[src/rtl/niu32_mc_alu.sv]
// Multicycle Niu32 ALU: one-cycle simple ops, iterative shift-add MLT and restoring DIV.
// Define NIU32_MC_ALU_FAST_MUL_EN to get a single-cycle combinational MLT instead.
module niu32_mc_alu #(
    parameter int WORD_SIZE  = 32,
    parameter int OP_BITS    = 5,
    parameter int SHAMT_BITS = 5,
    parameter int CNT_BITS   = 6
) (
    input  logic                 clk,
    input  logic                 reset,
    input  logic                 start,
    input  logic [OP_BITS-1:0]   func,
    input  logic [WORD_SIZE-1:0] a,
    input  logic [WORD_SIZE-1:0] b,
    output logic                 busy,
    output logic                 done,
    output logic [WORD_SIZE-1:0] result,
    output logic [WORD_SIZE-1:0] remainder,
    output logic                 div_zero,
    output logic                 illegal
);

    localparam logic [OP_BITS-1:0] F_SUB = OP_BITS'(0);
    localparam logic [OP_BITS-1:0] F_ADD = OP_BITS'(1);
    localparam logic [OP_BITS-1:0] F_MLT = OP_BITS'(2);
    localparam logic [OP_BITS-1:0] F_DIV = OP_BITS'(3);
    localparam logic [OP_BITS-1:0] F_NOT = OP_BITS'(4);
    localparam logic [OP_BITS-1:0] F_AND = OP_BITS'(5);
    localparam logic [OP_BITS-1:0] F_OR  = OP_BITS'(6);
    localparam logic [OP_BITS-1:0] F_XOR = OP_BITS'(7);
    localparam logic [OP_BITS-1:0] F_SUL = OP_BITS'(8);
    localparam logic [OP_BITS-1:0] F_SSL = OP_BITS'(9);
    localparam logic [OP_BITS-1:0] F_SUR = OP_BITS'(10);
    localparam logic [OP_BITS-1:0] F_SSR = OP_BITS'(11);
    localparam logic [OP_BITS-1:0] F_EQ  = OP_BITS'(16);
    localparam logic [OP_BITS-1:0] F_NEQ = OP_BITS'(17);
    localparam logic [OP_BITS-1:0] F_LT  = OP_BITS'(18);
    localparam logic [OP_BITS-1:0] F_LEQ = OP_BITS'(19);

    localparam logic [2:0] S_IDLE    = 3'd0;
`ifndef NIU32_MC_ALU_FAST_MUL_EN
    localparam logic [2:0] S_MUL     = 3'd1;
`endif
    localparam logic [2:0] S_DIV     = 3'd2;
    localparam logic [2:0] S_DIV_FIX = 3'd3;
    localparam logic [2:0] S_DONE    = 3'd4;

    logic [2:0]            state;
    logic [CNT_BITS-1:0]   cnt;
    logic [WORD_SIZE-1:0]  op_a;    // multiplicand / dividend-then-quotient
    logic [WORD_SIZE-1:0]  op_b;    // multiplier / divisor magnitude
    logic [WORD_SIZE-1:0]  acc;     // product / partial remainder
    logic                  neg_q;
    logic                  neg_r;

    logic [WORD_SIZE-1:0]  simple_res;
    logic                  simple_ill;
    logic [SHAMT_BITS-1:0] shamt;
    logic [WORD_SIZE:0]    div_shift;
    logic [WORD_SIZE:0]    div_diff;
    logic                  last_iter;

    function automatic logic [WORD_SIZE-1:0] mag(input logic [WORD_SIZE-1:0] v);
        return v[WORD_SIZE-1] ? -v : v;
    endfunction

    assign shamt     = b[SHAMT_BITS-1:0];
    assign div_shift = {acc, op_a[WORD_SIZE-1]};
    assign div_diff  = div_shift - {1'b0, op_b};
    assign last_iter = (cnt == CNT_BITS'(WORD_SIZE - 1));

`ifndef NIU32_MC_ALU_FAST_MUL_EN
    logic [WORD_SIZE-1:0] mul_next;
    assign mul_next = acc + (op_b[0] ? op_a : '0);
`endif

    // NOTE: defaults first so every path assigns both outputs and no latch is inferred.
    always_comb begin
        simple_res = '0;
        simple_ill = 1'b0;
        case (func)
            F_SUB: simple_res = a - b;
            F_ADD: simple_res = a + b;
            F_MLT: begin
`ifdef NIU32_MC_ALU_FAST_MUL_EN
                simple_res = a * b;
`else
                simple_res = '0;
`endif
            end
            F_DIV: simple_res = '0;
            F_NOT: simple_res = ~a;
            F_AND: simple_res = a & b;
            F_OR:  simple_res = a | b;
            F_XOR: simple_res = a ^ b;
            F_SUL, F_SSL: simple_res = a << shamt;
            F_SUR: simple_res = a >> shamt;
            F_SSR: simple_res = $signed(a) >>> shamt;
            F_EQ:  simple_res = WORD_SIZE'(a == b);
            F_NEQ: simple_res = WORD_SIZE'(a != b);
            F_LT:  simple_res = WORD_SIZE'($signed(a) <  $signed(b));
            F_LEQ: simple_res = WORD_SIZE'($signed(a) <= $signed(b));
            default: simple_ill = 1'b1;
        endcase
    end

    // NOTE: all state here uses non-blocking assignments so every register samples pre-edge values.
    always_ff @(posedge clk or posedge reset) begin
        if (reset) begin
            state     <= S_IDLE;
            busy      <= 1'b0;
            done      <= 1'b0;
            result    <= '0;
            remainder <= '0;
            div_zero  <= 1'b0;
            illegal   <= 1'b0;
            cnt       <= '0;
            op_a      <= '0;
            op_b      <= '0;
            acc       <= '0;
            neg_q     <= 1'b0;
            neg_r     <= 1'b0;
        end else begin
            done <= 1'b0;
            case (state)
                S_IDLE, S_DONE: begin
                    state <= S_IDLE;
                    if (start) begin
                        div_zero <= 1'b0;
                        illegal  <= simple_ill;
                        cnt      <= '0;
                        acc      <= '0;
                        if (func == F_DIV) begin
                            if (b == '0) begin
                                result    <= '1;
                                remainder <= a;
                                div_zero  <= 1'b1;
                                done      <= 1'b1;
                                state     <= S_DONE;
                            end else begin
                                op_a  <= mag(a);
                                op_b  <= mag(b);
                                neg_q <= a[WORD_SIZE-1] ^ b[WORD_SIZE-1];
                                neg_r <= a[WORD_SIZE-1];
                                busy  <= 1'b1;
                                state <= S_DIV;
                            end
                        end else if (func == F_MLT) begin
`ifdef NIU32_MC_ALU_FAST_MUL_EN
                            result    <= simple_res;
                            remainder <= '0;
                            done      <= 1'b1;
                            state     <= S_DONE;
`else
                            op_a  <= a;
                            op_b  <= b;
                            busy  <= 1'b1;
                            state <= S_MUL;
`endif
                        end else begin
                            result    <= simple_res;
                            remainder <= '0;
                            done      <= 1'b1;
                            state     <= S_DONE;
                        end
                    end
                end
`ifndef NIU32_MC_ALU_FAST_MUL_EN
                S_MUL: begin
                    acc  <= mul_next;
                    op_a <= op_a << 1;
                    op_b <= op_b >> 1;
                    cnt  <= cnt + 1'b1;
                    if (last_iter) begin
                        result    <= mul_next;
                        remainder <= '0;
                        done      <= 1'b1;
                        busy      <= 1'b0;
                        state     <= S_DONE;
                    end
                end
`endif
                S_DIV: begin
                    cnt <= cnt + 1'b1;
                    if (!div_diff[WORD_SIZE]) begin
                        acc  <= div_diff[WORD_SIZE-1:0];
                        op_a <= {op_a[WORD_SIZE-2:0], 1'b1};
                    end else begin
                        acc  <= div_shift[WORD_SIZE-1:0];
                        op_a <= {op_a[WORD_SIZE-2:0], 1'b0};
                    end
                    if (last_iter) state <= S_DIV_FIX;
                end
                S_DIV_FIX: begin
                    result    <= neg_q ? -op_a : op_a;
                    remainder <= neg_r ? -acc : acc;
                    done      <= 1'b1;
                    busy      <= 1'b0;
                    state     <= S_DONE;
                end
                default: begin
                    busy  <= 1'b0;
                    state <= S_IDLE;
                end
            endcase
        end
    end

endmodule

[config.mk]
export PLATFORM = sky130hd
export DESIGN_NAME = niu32_mc_alu
export DESIGN_NICKNAME = d
export VERILOG_FILES = /design/src/rtl/niu32_mc_alu.sv
export SDC_FILE = /design/constraint.sdc
export NUM_CORES = 1
export LEC_CHECK = 0
export ABC_AREA = 1
export BUFFER_PORTS_ARGS = -buffer_cell sky130_fd_sc_hd__buf_2
export CELL_PAD_IN_SITES_DETAIL_PLACEMENT = 0
export CELL_PAD_IN_SITES_GLOBAL_PLACEMENT = 2
export CORE_MARGIN = 5
export CORE_UTILIZATION = 36
export DETAILED_ROUTE_END_ITERATION = 12
export PLACE_DENSITY_LB_ADDON = 0.1
export SYNTH_ARGS = -nofsm -noshare
export SYNTH_HDL_FRONTEND = slang
export SYNTH_SLANG_ARGS = --single-unit
[constraint.sdc]
create_clock -name clk -period 15 [get_ports clk]
set_input_delay 1.5 -clock clk [delete_from_list [all_inputs] [get_ports clk]]
set_output_delay 1.5 -clock clk [all_outputs]
set_load 0.05 [all_outputs]
==> flow_summary.json, run 1 <==
{
  "setup_viol": 0,
  "syn2layout_area_growth_pct": 7.56,
  "nets": 4928,
  "power.leakage_nw": 14.6,
  "synth_compound_area_frac": 0.170,
  "ys.flop_type": "dfrtp_1",
  "clock_latency_ps": 460,
  "clock_path_buffers": 2,
  "irDropWorstVdd_mv": 0.0883,
  "dieArea_um2": 77900,
  "wl_met3_um": 15900,
  "rows": 98,
  "ctsHoldBuffers": 0,
  "final_core_util": 0.392,
  "hold_path.class": "reg2reg",
  "async_flop_share": 1.00,
  "num_vias": 32638,
  "hold_start": "remainder[8]",
  "pre_cts_slack_ps": 9310,
  "post-route-drc-count": 0,
  "slew_violations": 0,
  "finalCritPeriodShare": 0.357,
  "dp_cells": 5617,
  "grt_max_degree": 112,
  "dpl.hpwl_um": 121000,
  "synthesis.nets": 4912,
  "endpoint_kind": "flip-flop",
  "io_buffer_count": 139,
  "synth_seq_cells": 175,
  "top_layer": "met5",
  "synth_top_cell_area_share": 0.202,
  "clkSinkCount": 175,
  "crit_end": "result[25]",
  "htreeDepth": 4,
  "synth_top_family_by_area": "simple AND/OR/NAND/NOR gates",
  "drive_gt1_frac": 0.0594,
  "worst_slack_ps": 9640,
  "fin_crit_ps": 5360,
  "wl_um": 148000,
  "fin_tns_setup_ps": 0,
  "yosys-top-cells-count": "nand2_1, nand3_1, inv_1",
  "pwr_density_cell_nw_per_um2": 107,
  "synth-simple-area-share": 0.447,
  "antenna_found_initial": 6,
  "synthAdderAreaFrac": 0.0827,
  "syn_area_um2": 26100,
  "yosys.area.top_type": "nand2_1",
  "dr.first_iter.drc_count": 4097,
  "r2r_start": "state[0]",
  "crit_path_max_fanout": 82,
  "p_total_w": 0.00300,
  "syn_inst": 4670,
  "finalNonFillerCells": 5651,
  "dieWidth_um": 279,
  "fin_skew_ps": 17.2,
  "yosysSeqAreaShare": 0.168,
  "synth_xor_area_frac": 0.0202,
  "multiInputGateArea_um2": 18800,
  "globalRouteTotalUtil": 0.364,
  "fmax_mhz": 187,
  "cts_resized": 0,
  "grt_pass1_wl_um": 210000,
  "avgSynthCellArea_um2": 5.58,
  "grt_setup_unrepaired": "no",
  "post_cts_buffers": 0,
  "path_clk_slew_ps": 80,
  "crit_type": "in2reg",
  "synth.area.top_cells": "nand2_1, dfrtp_1, nand3_1",
  "synthMuxAreaShare": 0,
  "chipHeight_um": 279,
  "cp-start-kind": "input pin",
  "via_per_inst": 5.78,
  "synth_edf_count": 0,
  "root_buffer": "clkbuf_16",
  "r2r_slack_ps": 10570,
  "post-synth-top-count-cell": "nand2_1",
  "reg2reg_depth": 14,
  "yosys_warnings": 0,
  "worst_ep_required_time_ps": 15340,
  "outcome": "complete, no violations",
  "gp_congestion": 1.04,
  "nFillCells": 8379,
  "reg2reg_to": "op_a[25]",
  "ant_nets": 0,
  "max_cap_viol_count": 0,
  "worst_pin_slew_ps": 1190,
  "m1WireLength_um": 66800,
  "arrival_ps": 5700,
  "grt_pass1_vias": 29983,
  "ys_types": 53,
  "cp-startpoint": "b[1]",
  "regArea_um2": 4380,
  "coreArea_um2": 71600,
  "start_util": 0.364,
  "met2_wirelength_um": 59900,
  "timing.slew.headroom": 0.204,
  "hold_violations": 0,
  "gr-total-overflow": 0,
  "ios": 140,
  "drt-pass1-iter-count": 8,
  "wl_per_cell_um": 26.2,
  "cts_tree": "yes",
  "cts_made_buffers": 17
}
[per-stage QoR]
step                hold slack (ps)  area, um^2
global placement                467       27500
detailed placement              471       27500
finish                          490       28000
floorplan                       449       26100
CTS                             490       28000
global route                    506       28000
[flip-flops by register name, indices dropped and copies added (netlist names), 3 cells and up]
name	count
remainder	32
acc	32
cnt	6
op_a	32
state	3
result	32
op_b	32
[cell usage in the layout, fill, tap and decap left out, types with 5 or more instances in the layout]
cell type | Yosys | routed
nand2_1 | 1402 | 1402
nand3_1 | 606 | 606
inv_1 | 542 | 540
nor2_1 | 453 | 451
a21oi_1 | 299 | 299
o21ai_0 | 272 | 272
dfrtp_1 | 175 | 175
ha_1 | 166 | 166
buf_2 | 46 | 139
nand4_1 | 69 | 69
nor3_1 | 68 | 68
o21ai_1 | 49 | 49
buf_4 | 17 | 43
xor2_1 | 42 | 42
o211ai_1 | 38 | 38
o22ai_1 | 37 | 37
nand3b_1 | 31 | 31
o21bai_1 | 28 | 28
a31oi_1 | 26 | 26
xnor2_1 | 18 | 18
clkbuf_16 | 0 | 17
inv_2 | 15 | 16
nor2_2 | 15 | 15
a21o_1 | 15 | 15
nor4_1 | 13 | 13
or2_0 | 12 | 12
nor2_4 | 8 | 10
o21a_1 | 9 | 9
and2_1 | 8 | 8
o31ai_1 | 7 | 7
nor3_2 | 7 | 6
a21boi_0 | 6 | 6
nand3_2 | 5 | 5
or2_2 | 5 | 5
[worst max-delay path, cell delays in order]
cell	delay (ps)
buf_2	100
buf_4	330
inv_2	400
buf_4	520
ha_1	290
nand3_2	150
inv_1	150
nand3_1	150
nor2_1	170
nand3_1	150
nand2_1	90
nand2_1	50
nand2_1	90
nand2_4	240
inv_2	130
buf_4	730
nand3_1	140
nor2_1	140
a21oi_1	70
[routing by layer]
| metal | vias up | track usage |
|---|---|---|
| met2 | 1607 | 0.525 |
| met4 | 4 | 0.115 |
| met3 | 213 | 0.106 |
| met1 | 15419 | 0.522 |
| li1 | 15395 | - |
| met5 | - | 0.0104 |
[report_power, final]
part           internal, W  switching (W)  total (W)  leakage [nW]
Sequential        0.000604       0.000148   0.000752          2.23
Clock             0.000225       0.000221   0.000446         0.265
Combinational     0.000467        0.00133    0.00180          12.1
[cell families (layout without fill, tap and decap cells)]
logic type / count (synthesis) / in the layout
and+or+nand+nor: 2714 / 2714
adders and majority gates: 170 / 170
other: 0 / 2
buffers and inverters: 747 / 776
DFF: 175 / 175
xor gates and xnor gates: 60 / 60
AOI/OAI and AO/OA: 804 / 804
[layout make-up]
| cell class | instances | share of cell area |
|---|---|---|
| sequential | 175 | 0.156 |
| timing repair buffer | 182 | 0.0363 |
| inverter | 562 | 0.0756 |
| multi-input combinational | 3748 | 0.669 |
| antenna | 2 | 0.000178 |
| tap | 950 | 0.0424 |
| clock buffer | 20 | 0.0163 |
| clock inverter | 12 | 0.00370 |
[how the worst min path moves through the flow]
stage / end / slack [ps] / depth (start not counted)
after floorplan: op_b[29] / 450 / 2
after global placement: op_b[29] / 470 / 2
after detailed placement: op_b[29] / 470 / 2
after CTS: op_b[29] / 490 / 2
after global routing: op_b[29] / 510 / 2
final: remainder[8] / 490 / 2
No activity file was read; power rests on OpenSTA's default activity.
==> run 2: changes to the inputs <==
CORE_UTILIZATION = 30   (was 36)
clock period = 4.3 ns   (was 15 ns; I/O delays follow)
==> run 2 against run 1 <==
Net effect:
- largest power group unchanged
- count of clock-buffer cells in the layout down 3
- non-clock buffer count rose by 90
- combinational power increased to 3.6 times the previous value
- first-iteration DRC count increased by 15%
- clock power rose to 3.8 times the previous value
- sequential cell count unchanged
- global-route usage fell by 0.37 points
- setup slack worse by 9100 ps
- via count grew 3.9%
- clock skew increased by 4.4 ps
- sequential power rose to 3.5 times the previous value
- critical path depth down 1
==> flow_summary.json, run 2 (synthesis results as in run 1) <==
{
  "path_clk_slew_ps": 90,
  "antenna_found_initial": 13,
  "final_cell_mix": "nand2_1, nand3_1, inv_1",
  "rows": 108,
  "io_buffer_count": 139,
  "grt_setup_unrepaired": "no",
  "clock_path_buffers": 2,
  "timing.slew.headroom": 0.265,
  "num_vias": 33909,
  "dpl.hpwl_um": 144000,
  "syn2layout_area_growth_pct": 11.7,
  "hold_violations": 0,
  "ctsHoldBuffers": 0,
  "grt_pass1_vias": 30924,
  "wl_per_cell_um": 29.3,
  "fmax_mhz": 269,
  "gp_congestion": 1.06,
  "nets": 5018,
  "cpPeakStageDelay_ps": 610,
  "cp-start-kind": "flip-flop",
  "via_per_inst": 5.70,
  "worst_ep_required_time_ps": 4690,
  "root_buffer": "clkbuf_16",
  "outcome": "complete, no violations",
  "fin_tns_setup_ps": 0,
  "drt-pass1-iter-count": 7,
  "critPathTopFamily": "simple AND/OR/NAND/NOR gates",
  "dr.first_iter.drc_count": 4703,
  "ant_nets": 0,
  "endpoint_kind": "flip-flop",
  "post-route-drc-count": 0,
  "hold_path.class": "in2async",
  "r2r_slack_ps": 580,
  "arrival_ps": 4110,
  "grt_max_degree": 93,
  "path_buf_inv": 2,
  "cp_cell_sequence": "buf_4 > ha_1 > inv_1 > fa_1 > nand3_1 > nand2_1 > nand2_1 > nand2_1 > nand2_1 > nand2_1 > nand2_1 > nand2_1 > nand2_1 > nand3_1 > nand2_2 > nand3_1 > nand3_1 > nand3_1",
  "globalRouteTotalUtil": 0.361,
  "cts_tree": "yes",
  "dieArea_um2": 92900,
  "grt_pass1_wl_um": 243000,
  "chipHeight_um": 305,
  "crit_path_max_fanout": 34,
  "crit_type": "reg2reg",
  "htreeDepth": 4,
  "final_common_cell": "nand2_1",
  "cts_resized": 0,
  "gr-total-overflow": 0,
  "drive_gt1_frac": 0.0775,
  "power.leakage_nw": 15.1,
  "fin_skew_ps": 21.6,
  "start_util": 0.301,
  "setup_viol": 0,
  "max_cap_viol_count": 0,
  "finalCritPeriodShare": 0.866,
  "cp_slowest_cell": "nand2_2",
  "fin_crit_ps": 3720,
  "clock_latency_ps": 520,
  "whs_ps": 23.4,
  "coreArea_um2": 86500,
  "dieWidth_um": 305,
  "cts_made_buffers": 17,
  "ios": 140,
  "post_cts_buffers": 0,
  "worst_pin_slew_ps": 1090,
  "irDropWorstVdd_mv": 0.339,
  "cpMostUsedCell": "nand2_1",
  "pwr_density_cell_nw_per_um2": 373,
  "slew_violations": 0,
  "clkSinkCount": 175,
  "wl_um": 174000
}
-- run 2: worst reg2reg max path, delay by kind of cell (launching register included) --
family                   cells  cell delay [ps]
AND/OR/NAND/NOR             14             2260
buffers and inverters        2              380
flip-flops                   1              330
adder cells (fa/ha/maj)      2              640
-- run 2: final timing paths --
kind	startpoint	end	depth (start not counted)
worst min-delay path	reset	remainder[12]	2
min in group clk	start	div_zero	3
worst max register to register	op_b[0]	acc[26]	18
max in group asynchronous	reset	result[19]	3
worst max-delay path	op_b[0]	acc[26]	18
worst min register to register	busy	busy	2
-- run 2: power breakdown --
group	leakage (nW)	internal, W	switching, W
Sequential	2.23	0.00210	0.000542
Combinational	12.6	0.00170	0.00484
Clock	0.288	0.000778	0.000899
Total	15.1	0.00459	0.00628
-- run 2: cell type report --
cell class	instances	area [um^2]
diodes	3	7.51
fillers	10182	57400
flip-flops and latches	175	4380
clock inverters	15	166
multi-input cells	3748	18800
clock buffers	17	425
repair buffers	272	1810
inverters	562	2120
well taps	1155	1450
-- run 2: stage by stage --
step / std cells / power [W] / setup slack [ps] / utilization / area, um^2
6_report: 5947 / 0.0109 / 578 / 0.337 / 29100
5_1_grt: 5944 / 0.0115 / 250 / 0.337 / 29100
4_1_cts: 5944 / 0.0108 / 593 / 0.337 / 29100
3_5_place_dp: 5912 / 0.00907 / 504 / 0.330 / 28500
3_3_place_gp: 5912 / 0.00913 / 485 / 0.330 / 28500
2_1_floorplan: 4670 / 0.00662 / 1590 / - / 26100
-- run 2: routing by layer --
layer,vias to the layer above,routed length (um),global-route usage
li1,15581,-,-
met1,16445,83400,0.560
met2,1715,70200,0.517
met3,160,16600,0.0621
met4,8,4230,0.0809
met5,-,49,0
